[config.mk]
export PLATFORM = sky130hd
export DESIGN_NAME = tda_config_regfile
export DESIGN_NICKNAME = d
export VERILOG_FILES = /design/src/rtl/tda_cfg_pkg.sv /design/src/rtl/tda_coeff_streamer.sv /design/src/rtl/tda_config_regfile.sv
export SDC_FILE = /design/constraint.sdc
export NUM_CORES = 1
export LEC_CHECK = 0
export CORE_MARGIN = 10
export CORE_UTILIZATION = 63
export CTS_CLUSTER_SIZE = 16
export DETAILED_ROUTE_END_ITERATION = 16
export MAX_ROUTING_LAYER = met4
export PLACE_DENSITY = 0.88
export SLEW_MARGIN = 20
export SYNTH_ARGS = -nofsm -noshare
export SYNTH_HDL_FRONTEND = slang
export SYNTH_SLANG_ARGS = --single-unit
[constraint.sdc]
create_clock -name clk -period 6.85 [get_ports clk]
set_input_delay 1.7125 -clock clk [delete_from_list [all_inputs] [get_ports clk]]
set_output_delay 1.7125 -clock clk [all_outputs]
set_load 0.1 [all_outputs]
[src/rtl/tda_cfg_pkg.sv]
// Shared constants for the KAN/TDA config responder: address map, reset defaults,
// sequencer state encoding and status bit positions.
package tda_cfg_pkg;

   localparam int DATA_WIDTH_DEF  = 32;
   localparam int ADDR_WIDTH_DEF  = 16;
   localparam int COEFF_WIDTH_DEF = 24;
   localparam int NUM_COEFF_DEF   = 16;
   localparam int NUM_PARAM       = 16;
   localparam int START_TMO_DEF   = 4;

   localparam logic [15:0] COEFF_BASE = 16'h0000;
   localparam logic [15:0] PARAM_BASE = 16'h8000;
   localparam logic [15:0] CTRL_ADDR  = 16'hF000;

   localparam int CTRL_GO_BIT    = 0;
   localparam int CTRL_CLEAR_BIT = 1;

   localparam logic [31:0] EPSILON_RST    = 32'h0000_1000;
   localparam logic [31:0] NUM_POINTS_RST = 32'd16;
   localparam logic [31:0] DIMENSION_RST  = 32'd2;

   localparam int STAT_IDLE_BIT   = 0;
   localparam int STAT_STREAM_BIT = 1;
   localparam int STAT_WAIT_BIT   = 2;
   localparam int STAT_ERR_BIT    = 3;
   localparam int STAT_TRUNC_BIT  = 4;

   typedef enum logic [1:0] {
      CFG_IDLE   = 2'd0,
      CFG_STREAM = 2'd1,
      CFG_START  = 2'd2,
      CFG_WAIT   = 2'd3
   } cfg_state_e;

   // Parameter slot 0 is epsilon, 1 is num_points, 2 is dimension; the rest clear to zero.
   function automatic logic [31:0] param_reset_val(input int idx);
      case (idx)
         0:       return EPSILON_RST;
         1:       return NUM_POINTS_RST;
         2:       return DIMENSION_RST;
         default: return 32'd0;
      endcase
   endfunction

endpackage

[src/rtl/tda_coeff_streamer.sv]
// Coefficient stream sequencer: walks the bank index over valid/ready, fires start,
// then waits for the cores to report done (busy fall) or times out.
//
//   state      | meaning
//   CFG_IDLE   | nothing in flight, waiting for GO
//   CFG_STREAM | coeff_valid high, idx advances on each valid&ready beat
//   CFG_START  | one-cycle start_pulse after the last beat
//   CFG_WAIT   | waiting for core_busy to rise then fall, or for the start timeout
module tda_coeff_streamer
   import tda_cfg_pkg::*;
#(
   parameter int NUM_COEFF = NUM_COEFF_DEF,
   parameter int START_TMO = START_TMO_DEF
) (
   input  logic       clk,
   input  logic       rst_n,
   input  logic       go,
   input  logic       clear,
   input  logic       coeff_ready,
   input  logic       core_busy,
   output logic       coeff_valid,
   output logic [3:0] coeff_idx,
   output logic       start_pulse,
   output cfg_state_e state,
   output logic       tmo_err
);

   localparam int               TMR_W    = $clog2(START_TMO + 1);
   localparam logic [3:0]       LAST_IDX = 4'(NUM_COEFF - 1);
   localparam logic [TMR_W-1:0] TMR_LOAD = TMR_W'(START_TMO);
   localparam logic [TMR_W-1:0] TMR_TC   = TMR_W'(1);

   cfg_state_e       state_q, state_d;
   logic [3:0]       idx_q, idx_d;
   logic [TMR_W-1:0] tmr_q, tmr_d;
   logic             seen_q, seen_d;

   always_ff @(posedge clk or negedge rst_n) begin
      if (!rst_n) begin
         state_q <= CFG_IDLE;
         idx_q   <= '0;
         tmr_q   <= '0;
         seen_q  <= 1'b0;
      end else begin
         state_q <= state_d;
         idx_q   <= idx_d;
         tmr_q   <= tmr_d;
         seen_q  <= seen_d;
      end
   end

   always_comb begin
      state_d = state_q;
      idx_d   = idx_q;
      tmr_d   = tmr_q;
      seen_d  = seen_q;
      tmo_err = 1'b0;
      if (clear) begin
         state_d = CFG_IDLE;
         idx_d   = '0;
         tmr_d   = '0;
         seen_d  = 1'b0;
      end else begin
         case (state_q)
            CFG_IDLE: begin
               if (go) begin
                  state_d = CFG_STREAM;
                  idx_d   = '0;
               end
            end
            CFG_STREAM: begin
               if (coeff_ready) begin
                  idx_d = 4'(idx_q + 4'd1);
                  if (idx_q == LAST_IDX) state_d = CFG_START;
               end
            end
            CFG_START: begin
               state_d = CFG_WAIT;
               tmr_d   = TMR_LOAD;
               seen_d  = 1'b0;
            end
            CFG_WAIT: begin
               // Timer only runs until busy is first seen; after that we wait for the fall.
               if (seen_q) begin
                  if (!core_busy) state_d = CFG_IDLE;
               end else if (core_busy) begin
                  seen_d = 1'b1;
               end else if (tmr_q == TMR_TC) begin
                  state_d = CFG_IDLE;
                  tmo_err = 1'b1;
               end else begin
                  tmr_d = tmr_q - TMR_TC;
               end
            end
            default: state_d = CFG_IDLE;
         endcase
      end
   end

   assign coeff_valid = (state_q == CFG_STREAM);
   assign start_pulse = (state_q == CFG_START);
   assign coeff_idx   = idx_q;
   assign state       = state_q;

endmodule

[src/rtl/tda_config_regfile.sv]
// Host config-bus responder: coefficient shadow bank, TDA parameters, GO/CLEAR control.
// Define CFG_READBACK_EN to add the registered readback port (cfg_rd_en/cfg_rd_addr/cfg_rd_data).
module tda_config_regfile
   import tda_cfg_pkg::*;
#(
   parameter int DATA_WIDTH  = DATA_WIDTH_DEF,
   parameter int ADDR_WIDTH  = ADDR_WIDTH_DEF,
   parameter int COEFF_WIDTH = COEFF_WIDTH_DEF,
   parameter int NUM_COEFF   = NUM_COEFF_DEF,
   parameter int START_TMO   = START_TMO_DEF
) (
   input  logic                   clk,
   input  logic                   rst_n,
   input  logic [ADDR_WIDTH-1:0]  config_addr,
   input  logic [DATA_WIDTH-1:0]  config_data,
   input  logic                   config_wr_en,
   output logic                   config_err,
   output logic [COEFF_WIDTH-1:0] coeff_data,
   output logic [3:0]             coeff_idx,
   output logic                   coeff_valid,
   input  logic                   coeff_ready,
   output logic [DATA_WIDTH-1:0]  epsilon,
   output logic [7:0]             num_points,
   output logic [7:0]             dimension,
   output logic                   start_pulse,
   input  logic                   core_busy,
   output logic                   cfg_busy,
   output logic [7:0]             status
`ifdef CFG_READBACK_EN
   ,
   input  logic                   cfg_rd_en,
   input  logic [ADDR_WIDTH-1:0]  cfg_rd_addr,
   output logic [DATA_WIDTH-1:0]  cfg_rd_data
`endif
);

   localparam logic [ADDR_WIDTH-1:0] A_COEFF = ADDR_WIDTH'(COEFF_BASE);
   localparam logic [ADDR_WIDTH-1:0] A_PARAM = ADDR_WIDTH'(PARAM_BASE);
   localparam logic [ADDR_WIDTH-1:0] A_CTRL  = ADDR_WIDTH'(CTRL_ADDR);

   cfg_state_e state;
   logic       tmo_err;
   logic       coeff_hit, param_hit, ctrl_hit, busy;
   logic       go, clear, reject, unmapped, wr_ok;

   logic [NUM_COEFF-1:0][COEFF_WIDTH-1:0] coeff_q, coeff_d;
   logic [NUM_PARAM-1:0][DATA_WIDTH-1:0]  param_q, param_d;
   logic err_q, err_d, trunc_q, trunc_d, config_err_q, config_err_d;

   assign coeff_hit = (config_addr[ADDR_WIDTH-1:4] == A_COEFF[ADDR_WIDTH-1:4]);
   assign param_hit = (config_addr[ADDR_WIDTH-1:4] == A_PARAM[ADDR_WIDTH-1:4]);
   assign ctrl_hit  = (config_addr == A_CTRL);
   assign busy      = (state != CFG_IDLE);

   assign clear    = config_wr_en && ctrl_hit && config_data[CTRL_CLEAR_BIT];
   assign go       = config_wr_en && ctrl_hit && config_data[CTRL_GO_BIT]
                     && !config_data[CTRL_CLEAR_BIT] && !busy;
   assign reject   = config_wr_en && busy && (coeff_hit || param_hit
                     || (ctrl_hit && config_data[CTRL_GO_BIT] && !config_data[CTRL_CLEAR_BIT]));
   assign unmapped = config_wr_en && !(coeff_hit || param_hit || ctrl_hit);
   assign wr_ok    = config_wr_en && !busy;

   tda_coeff_streamer #(
      .NUM_COEFF (NUM_COEFF),
      .START_TMO (START_TMO)
   ) u_streamer (
      .clk         (clk),
      .rst_n       (rst_n),
      .go          (go),
      .clear       (clear),
      .coeff_ready (coeff_ready),
      .core_busy   (core_busy),
      .coeff_valid (coeff_valid),
      .coeff_idx   (coeff_idx),
      .start_pulse (start_pulse),
      .state       (state),
      .tmo_err     (tmo_err)
   );

   always_comb begin
      coeff_d      = coeff_q;
      param_d      = param_q;
      err_d        = err_q;
      trunc_d      = trunc_q;
      config_err_d = 1'b0;
      if (clear) begin
         coeff_d = '0;
         for (int i = 0; i < NUM_PARAM; i++) param_d[i] = DATA_WIDTH'(param_reset_val(i));
         err_d   = 1'b0;
         trunc_d = 1'b0;
      end else begin
         if (tmo_err) err_d = 1'b1;
         if (go) begin
            err_d   = 1'b0;
            trunc_d = 1'b0;
         end
         if (unmapped || reject) begin
            err_d        = 1'b1;
            config_err_d = 1'b1;
         end
         if (wr_ok && coeff_hit) begin
            coeff_d[config_addr[3:0]] = config_data[COEFF_WIDTH-1:0];
            if (|config_data[DATA_WIDTH-1:COEFF_WIDTH]) trunc_d = 1'b1;
         end
         if (wr_ok && param_hit) param_d[config_addr[3:0]] = config_data;
      end
   end

   always_ff @(posedge clk or negedge rst_n) begin
      if (!rst_n) begin
         coeff_q <= '0;
         for (int i = 0; i < NUM_PARAM; i++) param_q[i] <= DATA_WIDTH'(param_reset_val(i));
         err_q        <= 1'b0;
         trunc_q      <= 1'b0;
         config_err_q <= 1'b0;
      end else begin
         coeff_q      <= coeff_d;
         param_q      <= param_d;
         err_q        <= err_d;
         trunc_q      <= trunc_d;
         config_err_q <= config_err_d;
      end
   end

   assign config_err = config_err_q;
   assign coeff_data = coeff_valid ? coeff_q[coeff_idx] : '0;
   assign epsilon    = param_q[0];
   assign num_points = param_q[1][7:0];
   assign dimension  = param_q[2][7:0];
   assign cfg_busy   = busy;
   assign status     = {3'b000, trunc_q, err_q, state == CFG_WAIT,
                        state == CFG_STREAM, state == CFG_IDLE};

`ifdef CFG_READBACK_EN
   logic [DATA_WIDTH-1:0] rd_data_q, rd_data_d;

   // Reads sample the registered contents, so a same-cycle write is seen on the next read.
   always_comb begin
      rd_data_d = rd_data_q;
      if (cfg_rd_en) begin
         rd_data_d = '0;
         if (cfg_rd_addr[ADDR_WIDTH-1:4] == A_COEFF[ADDR_WIDTH-1:4])
            rd_data_d = DATA_WIDTH'(coeff_q[cfg_rd_addr[3:0]]);
         else if (cfg_rd_addr[ADDR_WIDTH-1:4] == A_PARAM[ADDR_WIDTH-1:4])
            rd_data_d = param_q[cfg_rd_addr[3:0]];
         else if (cfg_rd_addr == A_CTRL)
            rd_data_d = DATA_WIDTH'(status);
      end
   end

   always_ff @(posedge clk or negedge rst_n) begin
      if (!rst_n) rd_data_q <= '0;
      else        rd_data_q <= rd_data_d;
   end

   assign cfg_rd_data = rd_data_q;
`endif

endmodule

==> flow_metrics.py, run 1 <==
metrics = {
    "status": {
        "status": "complete, no violations",
    },
    "min_path": {
        "hp-class": "flip-flop to flip-flop",
    },
    "detailed_routing": {
        "via_per_inst": 7.42,
        "first_pass_iters": 6,
        "drc": 0,
        "drt-initial-drc-count": 2872,
        "drt_wl_total_um": 70700,
        "detail_route.wl_per_cell_um": 28.0,
        "ant_nets": 0,
        "via_count": 18700,
    },
    "cts": {
        "cts.reportedPaths.clkPinSlew_ns": 0.06,
        "clock_sinks": 445,
        "postCtsHoldBufs": 0,
        "cts_root_buffer": "clkbuf_16",
        "cts_tree": "built",
        "clock_path_buffers": 3,
        "clock_latency_ns": 0.55,
        "postCtsSetupRepairBufs": 0,
        "cts.repair.resized": 0,
        "htreeDepth": 2,
        "cts_buffers": 44,
    },
    "synthesis": {
        "synth_area_mm2": 0.0229,
        "synthFlopType": "dfrtp_1",
        "ys_warn_count": 0,
        "synthCells": 2025,
        "yosysSeqAreaShare": 0.487,
        "avgSynthCellArea_um2": 11.3,
        "ys_ff_latch": 445,
        "yosysUniqueCellTypes": 55,
        "synth-edff-count": 0,
        "synthArstFlopShare": 1.00,
    },
    "power_and_ir_drop": {
        "p_comb_frac": 0.050,
        "p_seq_frac": 0.480,
        "powerDensity_mw_per_mm2": 211,
        "ir_drop_uv": 154,
        "switching_share": 0.230,
        "switchingPower_mw": 1.26,
        "leakage_nw": 12.1,
        "p_int_mw": 4.22,
        "clock_power_share": 0.470,
    },
    "cells_and_area": {
        "drive_gt1_frac": 0.151,
        "fin_util": 0.727,
        "fin_nets": 2086,
        "nFillCells": 2145,
        "fin_cells": 2522,
        "areaGrowthSynthToFinish_pct": 13.5,
        "fin_area_mm2": 0.0260,
    },
    "worst_setup_path": {
        "crit_buf_inv": 3,
        "critical_path_arrival_ns": 3.98,
        "cp.required_ns": 5.14,
        "cpPeakStageDelay_ns": 1.25,
        "crit_type": "flip-flop to output pin",
        "cp_cell_sequence": "inv_1 > ha_1 > nand2b_1 > buf_4 > o22ai_1 > clkdlybuf4s50_1",
        "endpoint_kind": "output pin",
        "critPathTopFamily": "buffers and inverters",
        "slowest_stage": "clkdlybuf4s50_1",
        "crit_fanout": 18,
        "crit_path_start_kind": "flip-flop",
    },
    "grt": {
        "grt_overflow": 0,
        "grt_pass1_wl_um": 111000,
        "groute.usage.overall": 0.323,
        "grt_pass1_vias": 19200,
        "antenna_found_initial": 1,
        "grt_max_degree": 169,
    },
    "sta": {
        "rsz0062_at_grt": "false",
        "whs_ns": 0.537,
        "tns_ns": 0,
        "finClkSkew_ns": 0.0138,
        "worstMarginPinSlew_ns": 1.08,
        "fmax_mhz": 176,
        "period_needed_ns": 5.69,
        "setup_viol": 0,
        "hold_viol": 0,
        "relSlewSlack": 0.277,
        "final.period_utilization": 0.831,
        "final_max_slew_viol_count": 0,
    },
    "placement": {
        "postPlaceCellArea_mm2": 0.0244,
        "place_inst": 2439,
        "hpwl_um": 40400,
        "portBuffers": 137,
        "gp_congestion": 0.887,
    },
    "run": {
        "maxCapViolCount": 0,
    },
    "floorplan": {
        "initial_utilization": 0.640,
        "die-area_mm2": 0.0443,
        "core_area_mm2": 0.0357,
        "ioPinCount": 141,
        "dieHeight_um": 211,
        "rows": 69,
        "die_w_um": 211,
    },
}
-- cell type report --
class / count / area, um^2 / share of cell area
Tap cell: 461 / 577 / 0.0222
Inverter: 6 / 22.5 / 0.000867
Multi-Input combinational cell: 1332 / 10800 / 0.415
Antenna cell: 2 / 5.00 / 0.000193
Clock buffer: 63 / 1280 / 0.0494
Clock inverter: 17 / 244 / 0.00939
Sequential cell: 445 / 11100 / 0.429
Timing Repair Buffer: 196 / 1920 / 0.0740
-- power groups by stage --
| stage | clock [mW] | sequential, mW | combinational (mW) |
|---|---|---|---|
| floorplan | 0 | 2.68 | 0.121 |
| global placement | 0 | 2.68 | 0.261 |
| detailed placement | 0 | 2.68 | 0.266 |
| CTS | 2.57 | 2.63 | 0.270 |
| global route | 2.68 | 2.63 | 0.292 |
| finish | 2.58 | 2.63 | 0.277 |
-- layout by cell type (no fill, tap or decap), types with 6 or more instances in the layout --
cell type / instances
mux4_2: 96
nand2b_1: 8
clkdlybuf4s50_1: 136
buf_4: 50
nand2_1: 23
o22ai_1: 28
clkbuf_8: 9
ha_1: 8
dfrtp_1: 439
nand4_1: 7
nor4_1: 6
mux2i_1: 341
clkbuf_1: 9
nand3_1: 95
bufinv_16: 6
clkinv_2: 8
o21ai_1: 14
buf_12: 8
o21ai_0: 405
a21oi_1: 93
clkbuf_16: 45
a22o_1: 47
inv_1: 6
or3_1: 6
a31o_2: 55
nor2_1: 10
and2_1: 25
nor2b_1: 7
-- layer usage --
metal,wire length (um),part of all wire,GRT usage
met3,10100,0.14,0.0997
met4,3660,0.052,0.160
met1,25200,0.36,0.400
met2,31800,0.45,0.477
met5,0,0,-
-- final timing paths --
check | start | end | slack (ns) | cells after the start
min in group asynchronous | rst_n | num_points[5] | 1.16 | 1
max reg2reg | u_streamer.state[0] | coeff_q[166] | 3.01 | 6
max | u_streamer.state[1] | coeff_data[8] | 1.16 | 6
min | coeff_q[22] | coeff_q[22] | 0.54 | 1
min reg2reg | coeff_q[22] | coeff_q[22] | 0.54 | 1
max in group asynchronous | rst_n | coeff_q[209] | 4.22 | 2
-- logic make-up (layout without fill, tap and decap cells) --
family / Yosys count / after routing / share of synthesized area
flip-flops: 445 / 445 / 0.487
buffers and inverters: 250 / 282 / 0.0456
AO/OA/AOI/OAI: 659 / 659 / 0.165
other: 1 / 5 / 0.000164
adder cells (fa/ha/maj): 8 / 8 / 0.00437
AND/OR/NAND/NOR: 224 / 224 / 0.0541
multiplexers: 438 / 438 / 0.244
-- metrics by stage --
| stage | power, mW | setup WS [ns] |
|---|---|---|
| floorplan | 2.80 | 1.14 |
| global placement | 2.94 | 1.59 |
| detailed placement | 2.94 | 1.39 |
| CTS | 5.47 | 1.23 |
| global route | 5.60 | 1.05 |
| finish | 5.48 | 1.16 |
-- flip-flops by register name, summed over array words and instances (netlist names) --
name,cells
coeff_q,384
epsilon,32
dimension,8
num_points,8
u_streamer.coeff_idx,4
u_streamer.tmr_q,3
u_streamer.state,2
config_err,1
err_q,1
trunc_q,1
u_streamer.seen_q,1
-- worst reg2reg max path, stage by stage, from the launching register on --
cell	delay, ns
dfrtp_1	0.42
inv_1	0.13
ha_1	0.48
or4b_2	0.69
nor3_2	0.58
nand3_2	0.96
mux2i_1	0.47
-- cell usage after synthesis, types with 2 or more instances --
| library cell | instances | area share |
|---|---|---|
| a21oi_1 | 93 | 0.020 |
| a22o_1 | 47 | 0.018 |
| a31o_2 | 55 | 0.021 |
| a31oi_1 | 2 | 0.00055 |
| and2_1 | 26 | 0.0071 |
| and3_1 | 4 | 0.0011 |
| and4_1 | 4 | 0.0015 |
| buf_1 | 24 | 0.0039 |
| buf_2 | 51 | 0.011 |
| buf_4 | 7 | 0.0023 |
| buf_6 | 2 | 0.00098 |
| clkbuf_1 | 160 | 0.026 |
| dfrtp_1 | 442 | 0.48 |
| dfstp_2 | 3 | 0.0034 |
| ha_1 | 8 | 0.0044 |
| inv_1 | 6 | 0.00098 |
| mux2i_1 | 341 | 0.15 |
| mux4_2 | 96 | 0.094 |
| nand2_1 | 25 | 0.0041 |
| nand2b_1 | 8 | 0.0022 |
| nand3_1 | 100 | 0.022 |
| nand3b_1 | 3 | 0.00098 |
| nand4_1 | 7 | 0.0019 |
| nor2_1 | 10 | 0.0016 |
| nor2b_1 | 7 | 0.0019 |
| nor3_1 | 3 | 0.00066 |
| nor4_1 | 8 | 0.0022 |
| o21a_1 | 2 | 0.00066 |
| o21ai_0 | 405 | 0.089 |
| o21ai_1 | 14 | 0.0031 |
| o21bai_1 | 2 | 0.00066 |
| o22ai_1 | 28 | 0.0077 |
| o31a_1 | 2 | 0.00077 |
| o31ai_1 | 2 | 0.00066 |
| or3_1 | 6 | 0.0016 |
| or4_1 | 3 | 0.00098 |
Note: power is estimated with default switching activity, not from simulation.
==> inputs of run 2 (changes only) <==
--- a/config.mk
+++ b/config.mk
@@ -6,11 +6,11 @@
 export NUM_CORES = 1
 export LEC_CHECK = 0
 export CORE_MARGIN = 10
-export CORE_UTILIZATION = 63
+export CORE_UTILIZATION = 60
 export CTS_CLUSTER_SIZE = 16
 export DETAILED_ROUTE_END_ITERATION = 16
 export MAX_ROUTING_LAYER = met4
-export PLACE_DENSITY = 0.88
+export PLACE_DENSITY = 0.84
 export SLEW_MARGIN = 20
 export SYNTH_ARGS = -nofsm -noshare
 export SYNTH_HDL_FRONTEND = slang
==> constraint.sdc (replaced) <==
create_clock -name clk -period 5.5 [get_ports clk]
set_input_delay 1.375 -clock clk [delete_from_list [all_inputs] [get_ports clk]]
set_output_delay 1.375 -clock clk [all_outputs]
set_load 0.1 [all_outputs]
==> run 2 against run 1 <==
Compared with the run above: largest cell class unchanged; power up 25%; critical path type unchanged; cell count up 2.6%; sequential power up 25%.
==> flow_metrics.py, run 2 (synthesized netlist as in run 1, its figures left out) <==
metrics = {
    "status": {
        "status": "complete, no violations",
    },
    "floorplan": {
        "core_area_mm2": 0.0377,
        "die_w_um": 215,
        "die-area_mm2": 0.0464,
        "ioPinCount": 141,
        "initial_utilization": 0.608,
        "rows": 71,
        "dieHeight_um": 215,
    },
    "cts": {
        "cts_root_buffer": "clkbuf_16",
        "cts.repair.resized": 0,
        "cts.reportedPaths.clkPinSlew_ns": 0.06,
        "cts_buffers": 45,
        "clock_sinks": 445,
        "clock_path_buffers": 3,
        "postCtsSetupRepairBufs": 0,
        "cts_tree": "built",
        "htreeDepth": 2,
        "postCtsHoldBufs": 0,
        "clock_latency_ns": 0.55,
    },
    "sta": {
        "finClkSkew_ns": 0.00950,
        "final_max_slew_viol_count": 0,
        "tns_ns": 0,
        "worst_slack_ns": 0.730,
        "hold_viol": 0,
        "final.period_utilization": 0.867,
        "rsz0062_at_grt": "false",
        "fmax_mhz": 210,
        "setup_viol": 0,
        "worstMarginPinSlew_ns": 1.17,
        "period_needed_ns": 4.77,
        "relSlewSlack": 0.220,
    },
    "power_and_ir_drop": {
        "p_seq_frac": 0.478,
        "switching_share": 0.228,
        "switchingPower_mw": 1.56,
        "p_comb_frac": 0.051,
        "p_int_mw": 5.29,
        "clock_power_share": 0.471,
        "power_mw": 6.86,
        "ir_drop_uv": 176,
        "powerDensity_mw_per_mm2": 263,
        "leakage_nw": 12.2,
    },
    "worst_setup_path": {
        "crit_path_start_kind": "flip-flop",
        "critical_path_arrival_ns": 3.40,
        "slowest_stage": "nand2_1",
        "crit_fanout": 24,
        "cpPeakStageDelay_ns": 0.79,
        "endpoint_kind": "output pin",
        "cp_cell_sequence": "inv_1 > ha_1 > nand2_1 > o22ai_1 > buf_4",
        "crit_type": "flip-flop to output pin",
        "cp.required_ns": 4.12,
    },
    "placement": {
        "hpwl_um": 38700,
        "portBuffers": 137,
        "place_inst": 2503,
        "place_ws_ns": 0.819,
        "postPlaceCellArea_mm2": 0.0245,
        "gp_congestion": 0.866,
    },
    "cells_and_area": {
        "layout_common_cells": "dfrtp_1, o21ai_0, mux2i_1",
        "fin_nets": 2100,
        "multiInputGateArea_mm2": 0.0108,
        "fin_area_mm2": 0.0261,
        "regMostFlops": "coeff_q",
        "fin_cells": 2587,
        "areaGrowthSynthToFinish_pct": 14.1,
        "nFillCells": 2568,
        "largest_reg_flops": 384,
        "layout_commonest_cell": "dfrtp_1",
        "regArea_mm2": 0.0112,
        "drive_gt1_frac": 0.166,
    },
    "detailed_routing": {
        "via_count": 18200,
        "drc": 0,
        "wl_met2_um": 31200,
        "detail_route.wl_per_cell_um": 25.6,
        "dr_wl_met3_um": 7110,
        "drt_wl_total_um": 66300,
        "via_per_inst": 7.03,
        "first_pass_iters": 6,
        "drt-initial-drc-count": 2512,
        "wl_met1_um": 25700,
        "top_layer_used": "met4",
        "ant_nets": 0,
    },
    "grt": {
        "grt_pass1_wl_um": 105000,
        "antenna_found_initial": 1,
        "grt_pass1_vias": 18500,
        "grt_max_degree": 125,
        "groute.usage.overall": 0.287,
        "grt_overflow": 0,
    },
    "run": {
        "maxCapViolCount": 0,
    },
    "min_path": {
        "hp-class": "flip-flop to flip-flop",
    },
}
-- run 2: critical path: cells and delay by family (launching register included) --
family | cells | cell delay [ns]
AO/OA/AOI/OAI | 1 | 0.68
buffers and inverters | 2 | 0.49
flip-flops | 1 | 0.41
adder cells (fa/ha/maj) | 1 | 0.42
AND/OR/NAND/NOR | 1 | 0.79
-- run 2: area by class of cell --
cell class                      count  share of cell area
Inverter                            6            0.000862
Tap cell                          511              0.0245
Antenna cell                        1           0.0000958
Sequential cell                   445               0.427
Timing Repair Buffer              209              0.0759
Clock inverter                     12             0.00642
Clock buffer                       71              0.0535
Multi-Input combinational cell   1332               0.412
-- run 2: power groups by stage --
| stage | clock (mW) | sequential (mW) | combinational [mW] |
|---|---|---|---|
| CTS | 3.24 | 3.28 | 0.344 |
| floorplan | 0 | 3.34 | 0.151 |
| finish | 3.23 | 3.28 | 0.350 |
| global route | 3.38 | 3.27 | 0.371 |
| global placement | 0 | 3.34 | 0.335 |
| detailed placement | 0 | 3.34 | 0.341 |
-- run 2: metal layers --
metal	up-vias	global-route usage
met5	-	-
li1	7591	-
met1	9246	0.368
met3	193	0.0657
met4	0	0.108
met2	1148	0.440
-- run 2: path summary, 6_finish.rpt --
kind                                     start              to  slack, ns  cells past startpoint
setup reg to reg           u_streamer.state[0]    coeff_q[205]       2.10                      7
max in group asynchronous                rst_n    coeff_q[307]       3.30                      2
hold / removal                     epsilon[30]     epsilon[30]       0.53                      1
min in group asynchronous                rst_n   num_points[5]       0.89                      1
hold reg to reg                    epsilon[30]     epsilon[30]       0.53                      1
setup / recovery           u_streamer.state[1]  coeff_data[13]       0.73                      5
-- run 2: stage by stage --
| stage | hold WS, ns | utilization |
|---|---|---|
| 5_1_grt | 0.544 | 0.693 |
| 4_1_cts | 0.533 | 0.693 |
| 6_report | 0.532 | 0.693 |
| 3_3_place_gp | 0.517 | 0.652 |
| 2_1_floorplan | 0.500 | - |
| 3_5_place_dp | 0.520 | 0.652 |
